**src/rtl/ram_reader.sv**
```systemverilog
// Read-side master for the data RAM: fetches `count` words from `base_addr`
// and streams each word with its address on a valid/ready interface.
module ram_reader #(
  parameter int AW     = 8,
  parameter int DW     = 8,
  parameter int RD_LAT = 1
) (
  input  logic          clk,
  input  logic          rst,
  input  logic          start,
  input  logic [AW-1:0] base_addr,
  input  logic [AW:0]   count,
  output logic          busy,
  output logic          done,
  output logic          cs_ram,
  output logic          rd_ram,
  output logic [AW-1:0] addr_ram,
  input  logic [DW-1:0] ram_rdata,
  output logic          out_valid,
  input  logic          out_ready,
  output logic [DW-1:0] out_data,
  output logic [AW-1:0] out_addr
);

  typedef enum logic [2:0] {
    S_IDLE,
    S_ISSUE,
    S_WAIT,
    S_HOLD,
    S_DONE
  } state_t;

  // Latency counter preload; RD_LAT is limited to 1..3 so two bits suffice.
  localparam logic [1:0] LAT_INIT = 2'(RD_LAT - 1);
  localparam logic [AW:0] REM_ONE = {{AW{1'b0}}, 1'b1};

  state_t        state_reg;
  state_t        state_next;
  logic [AW-1:0] cur_addr_reg;
  logic [AW:0]   remaining_reg;
  logic [1:0]    lat_cnt_reg;
  logic [DW-1:0] out_data_reg;
  logic [AW-1:0] out_addr_reg;

  always_comb begin
    state_next = state_reg;
    case (state_reg)
      S_IDLE: begin
        if (start) begin
          state_next = (count == '0) ? S_DONE : S_ISSUE;
        end
      end
      S_ISSUE: state_next = S_WAIT;
      S_WAIT: begin
        if (lat_cnt_reg == 2'd0) begin
          state_next = S_HOLD;
        end
      end
      S_HOLD: begin
        if (out_ready) begin
          state_next = (remaining_reg == REM_ONE) ? S_DONE : S_ISSUE;
        end
      end
      S_DONE:  state_next = S_IDLE;
      default: state_next = S_IDLE;
    endcase
  end

  always_ff @(posedge clk or negedge rst) begin
    if (!rst) begin
      state_reg     <= S_IDLE;
      cur_addr_reg  <= '0;
      remaining_reg <= '0;
      lat_cnt_reg   <= '0;
      out_data_reg  <= '0;
      out_addr_reg  <= '0;
    end else begin
      state_reg <= state_next;
      case (state_reg)
        S_IDLE: begin
          if (start && (count != '0)) begin
            cur_addr_reg  <= base_addr;
            remaining_reg <= count;
          end
        end
        S_ISSUE: lat_cnt_reg <= LAT_INIT;
        S_WAIT: begin
          if (lat_cnt_reg == 2'd0) begin
            out_data_reg <= ram_rdata;
            out_addr_reg <= cur_addr_reg;
          end else begin
            lat_cnt_reg <= lat_cnt_reg - 2'd1;
          end
        end
        S_HOLD: begin
          // Address wraps naturally modulo 2^AW.
          if (out_ready) begin
            cur_addr_reg  <= cur_addr_reg + 1'b1;
            remaining_reg <= remaining_reg - REM_ONE;
          end
        end
        default: ;
      endcase
    end
  end

  assign busy      = (state_reg != S_IDLE);
  assign done      = (state_reg == S_DONE);
  assign cs_ram    = (state_reg == S_ISSUE);
  assign rd_ram    = (state_reg == S_ISSUE);
  assign addr_ram  = (state_reg == S_ISSUE) ? cur_addr_reg : '0;
  assign out_valid = (state_reg == S_HOLD);
  assign out_data  = out_data_reg;
  assign out_addr  = out_addr_reg;

endmodule
```
**config.mk**
```make
export PLATFORM = sky130hd
export DESIGN_NAME = ram_reader
export DESIGN_NICKNAME = d
export VERILOG_FILES = /design/src/rtl/ram_reader.sv
export SDC_FILE = /design/constraint.sdc
export NUM_CORES = 1
export LEC_CHECK = 0
export BUFFER_PORTS_ARGS = -buffer_cell sky130_fd_sc_hd__buf_2
export CAP_MARGIN = 30
export CORE_ASPECT_RATIO = 1.5
export CORE_UTILIZATION = 45
export DETAILED_ROUTE_END_ITERATION = 8
export MAX_ROUTING_LAYER = met4
export PLACE_DENSITY = 0.7
export SETUP_SLACK_MARGIN = 0.02
export SYNTH_ARGS = -nofsm -noshare
export SYNTH_HDL_FRONTEND = slang
export SYNTH_SLANG_ARGS = --single-unit
```
**constraint.sdc**
```tcl
create_clock -name clk -period 4.7 [get_ports clk]
set_input_delay 0 -clock clk [delete_from_list [all_inputs] [get_ports clk]]
set_output_delay 0 -clock clk [all_outputs]
set_load 0.02 [all_outputs]
```
==> impl_metrics.csv <==
group,metric,value,unit
timing,fin_crit,3.01,ns
cells_and_area,fin_area,0.00271,mm2
outcome,status,"complete, no violations",
timing,worst_pin_slew,0.988,ns
detailed_routing,drc,0,
timing,final_max_slew_viol_count,0,
die,fp.coreArea,0.00462,mm2
clock_network,clkSlewWorstSetupHoldPaths,0.07,ns
synth,syn_area,0.00219,mm2
pwr,comb_power_share,48.0,%
pwr,p_seq_share,33.6,%
die,dieArea,0.00517,mm2
global_route,grt_max_degree,39,
placement,portBuffers,57,
min_path,min_path_type,"in -> reg",
detailed_routing,dr.pass1.iters,4,
die,initial_core_util,47.5,%
placement,gp_congestion,0.914,
timing,setup_tns,0,ns
synth,synth_cells,214,
timing,post-route-period-util,64.1,%
detailed_routing,vias,1888,
synth,synth_most_common_cell,"dfrtp_1",
global_route,grt_use_total,22.5,%
timing,setup_viol,0,
clock_network,cts_tree,"yes",
synth,ys_ff_latch,38,
timing,fin_ws,1.69,ns
clock_network,clkLatencyLatePin,0.29,ns
cells_and_area,largest_reg_flops,9,
cells_and_area,num_antenna_cells,0,
synth,yosys.cell_types.count,55,
synth,synth_commonest_cells,"38 x dfrtp_1, 13 x a21oi_1, 12 x nor2_1",
clock_network,cts.sinks,38,
timing,maxSlewHeadroom,34.0,%
worst_setup_path,cp.arrival,3.21,ns
worst_setup_path,startpoint_type,"flip-flop",
timing,rsz0062_at_grt,"no",
synth,synth_top_area_share,43.3,%
global_route,antenna_found_initial,0,
synth,ys_seq_area_share,43.3,%
synth,synth-edff-count,0,
cells_and_area,area_growth,23.3,%
cells_and_area,utilization,58.6,%
pwr,p_clk_share,18.4,%
pwr,p_total,1890,uW
placement,dpl_cell_area,0.00245,mm2
detailed_routing,post_drt_wl_per_cell,15.3,um
pwr,power_density,697,mW/mm2
detailed_routing,antenna_left,0,
worst_setup_path,crit_fanout,30,
pwr,peakVddDrop,283,uV
clock_network,h-tree-depth,2,
timing,finalHoldViolations,0,
synth,yosysTopAreaCell,"dfrtp_1",
pwr,p_leak,0.00120,uW
timing,fin_skew,0.00731,ns
clock_network,clockBufferDepth,2,
synth,yosys_most_used_dff,"dfrtp_1",
clock_network,cts_setup_buffers,0,
worst_setup_path,crit_slowest_cell,"nand3b_1",
worst_setup_path,endpoint_kind,"flip-flop",
global_route,grt_overflow_total,0,
worst_setup_path,crit_family,"simple AND/OR/NAND/NOR gates",
cells_and_area,ff_latch_area,951,um2
die,dieWidth,59.0,um
pwr,p_int,1070,uW
detailed_routing,drtIter0Drc,89,
detailed_routing,wl,5190,um
worst_setup_path,crit_buf_inv,1,
synth,synthArstFlopShare,100,%
global_route,grt_pass1_wl,8360,um
die,io_pins,58,
worst_setup_path,critPathKind,"reg -> reg",
pwr,switchingPower,815,uW
placement,pre_cts_slack,1.79,ns
detailed_routing,via_per_inst,5.59,
cells_and_area,drive_gt1_share,30.3,%
synth,yosys-top-cells-area,"dfrtp_1 43%, mux2_1 5.1%, and2_1 3.1%",
timing,clock.fmax,332,MHz
cells_and_area,multiInputGateArea,0.00111,mm2
pwr,p_sw_share,43.2,%
cells_and_area,fillers,411,
worst_setup_path,critical-path-max-stage-delay,0.67,ns
synth,synthesis.nets,247,
clock_network,cts_root_buf,"clkbuf_8",
worst_setup_path,required,4.90,ns
flow_run,maxCapViolations,0,
synth,syn_area_per_cell,10.3,um2
clock_network,numCtsBuffers,5,
worst_setup_path,path_cells,"nand3b_1 -> inv_2 -> a21o_1 -> nand2_1 -> o21ai_0",
placement,post-dp-hpwl,3470,um
die,chipHeight,87.5,um
global_route,grt_pass1_vias,1731,
die,num_rows,30,
cells_and_area,fin_nets,306,
synth,yosys_warnings,0,
==> cells by family after synthesis <==
group	after synthesis	share of synthesized area (%)
DFF	38	43.3
buffers and inverters	22	5.87
muxes	17	8.89
adders and majority gates	4	2.28
AOI/OAI and AO/OA	61	19.6
and+or+nand+nor	72	20.1
==> final timing paths <==
kind                              startpoint               end  slack (ns)  cells past startpoint
worst max-delay path            state_reg[0]  remaining_reg[2]        1.69                      5
worst min-delay path            base_addr[5]   cur_addr_reg[5]        0.01                      3
worst max register to register  state_reg[0]  remaining_reg[2]        1.69                      5
worst min register to register   out_data[6]       out_data[6]        0.48                      1
max in group asynchronous                rst   cur_addr_reg[7]        3.80                      2
min in group asynchronous                rst  remaining_reg[8]        0.35                      2
==> routing by layer <==
| metal | up-vias | GRT usage [%] | share of wire (%) |
|---|---|---|---|
| li1 | 916 | - | - |
| met1 | 902 | 27.0 | 41 |
| met2 | 59 | 36.7 | 53 |
| met3 | 11 | 3.84 | 3.7 |
| met4 | 0 | 9.74 | 2.1 |
| met5 | - | - | 0 |
==> cells in the final DEF (no fill, tap or decap), types with 2 or more instances in the layout <==
master,n
a21o_1,2
a21oi_1,13
a21oi_2,2
a22o_1,2
a31oi_1,5
and2_1,11
and3_1,2
buf_2,57
bufinv_16,2
clkbuf_8,6
dfrtp_1,38
dlygate4sd3_1,11
ha_1,4
inv_1,5
mux2_1,10
mux2_2,6
nand2_1,11
nand2b_1,2
nand3_1,9
nand4_1,2
nor2_1,12
nor2b_1,2
nor3_1,5
nor4_1,3
nor4_4,2
o21ai_0,9
o22ai_1,2
o2bb2ai_1,4
o31ai_1,7
or3_1,3
==> power by group through the flow <==
| stage | logic, uW | registers, uW | clock network [uW] |
|---|---|---|---|
| floorplan | 653 | 677 | 0 |
| global placement | 882 | 627 | 0 |
| detailed placement | 898 | 632 | 0 |
| CTS | 908 | 628 | 353 |
| global route | 1000 | 658 | 368 |
| finish | 905 | 633 | 346 |
==> worst register-to-register path: stages, from the launching register on <==
cell,delay [ns]
dfrtp_1,0.62
nand3b_1,0.68
inv_2,0.65
a21o_1,0.44
nand2_1,0.27
o21ai_0,0.26
==> through the flow <==
step                cells  hold slack (ns)
detailed placement    319            0.161
global placement      319            0.159
finish                338           0.0101
global route          338           0.0262
floorplan             214           -0.296
CTS                   338          0.00374
==> what timing repair did <==
item	in CTS	in global routing
hold buffers	11	0
gates resized for setup	0	0
endpoints found under the setup margin	0	0
endpoints found under the hold margin	48	0
==> final cells by class <==
cell class	instances	area share, %
flip-flops and latches	38	35.1
multi-input cells	154	41.2
clock inverters	2	2.22
repair buffers	68	14.6
clock buffers	6	3.05
well taps	64	2.96
inverters	6	0.832
Note: power is estimated with default switching activity, not from simulation.
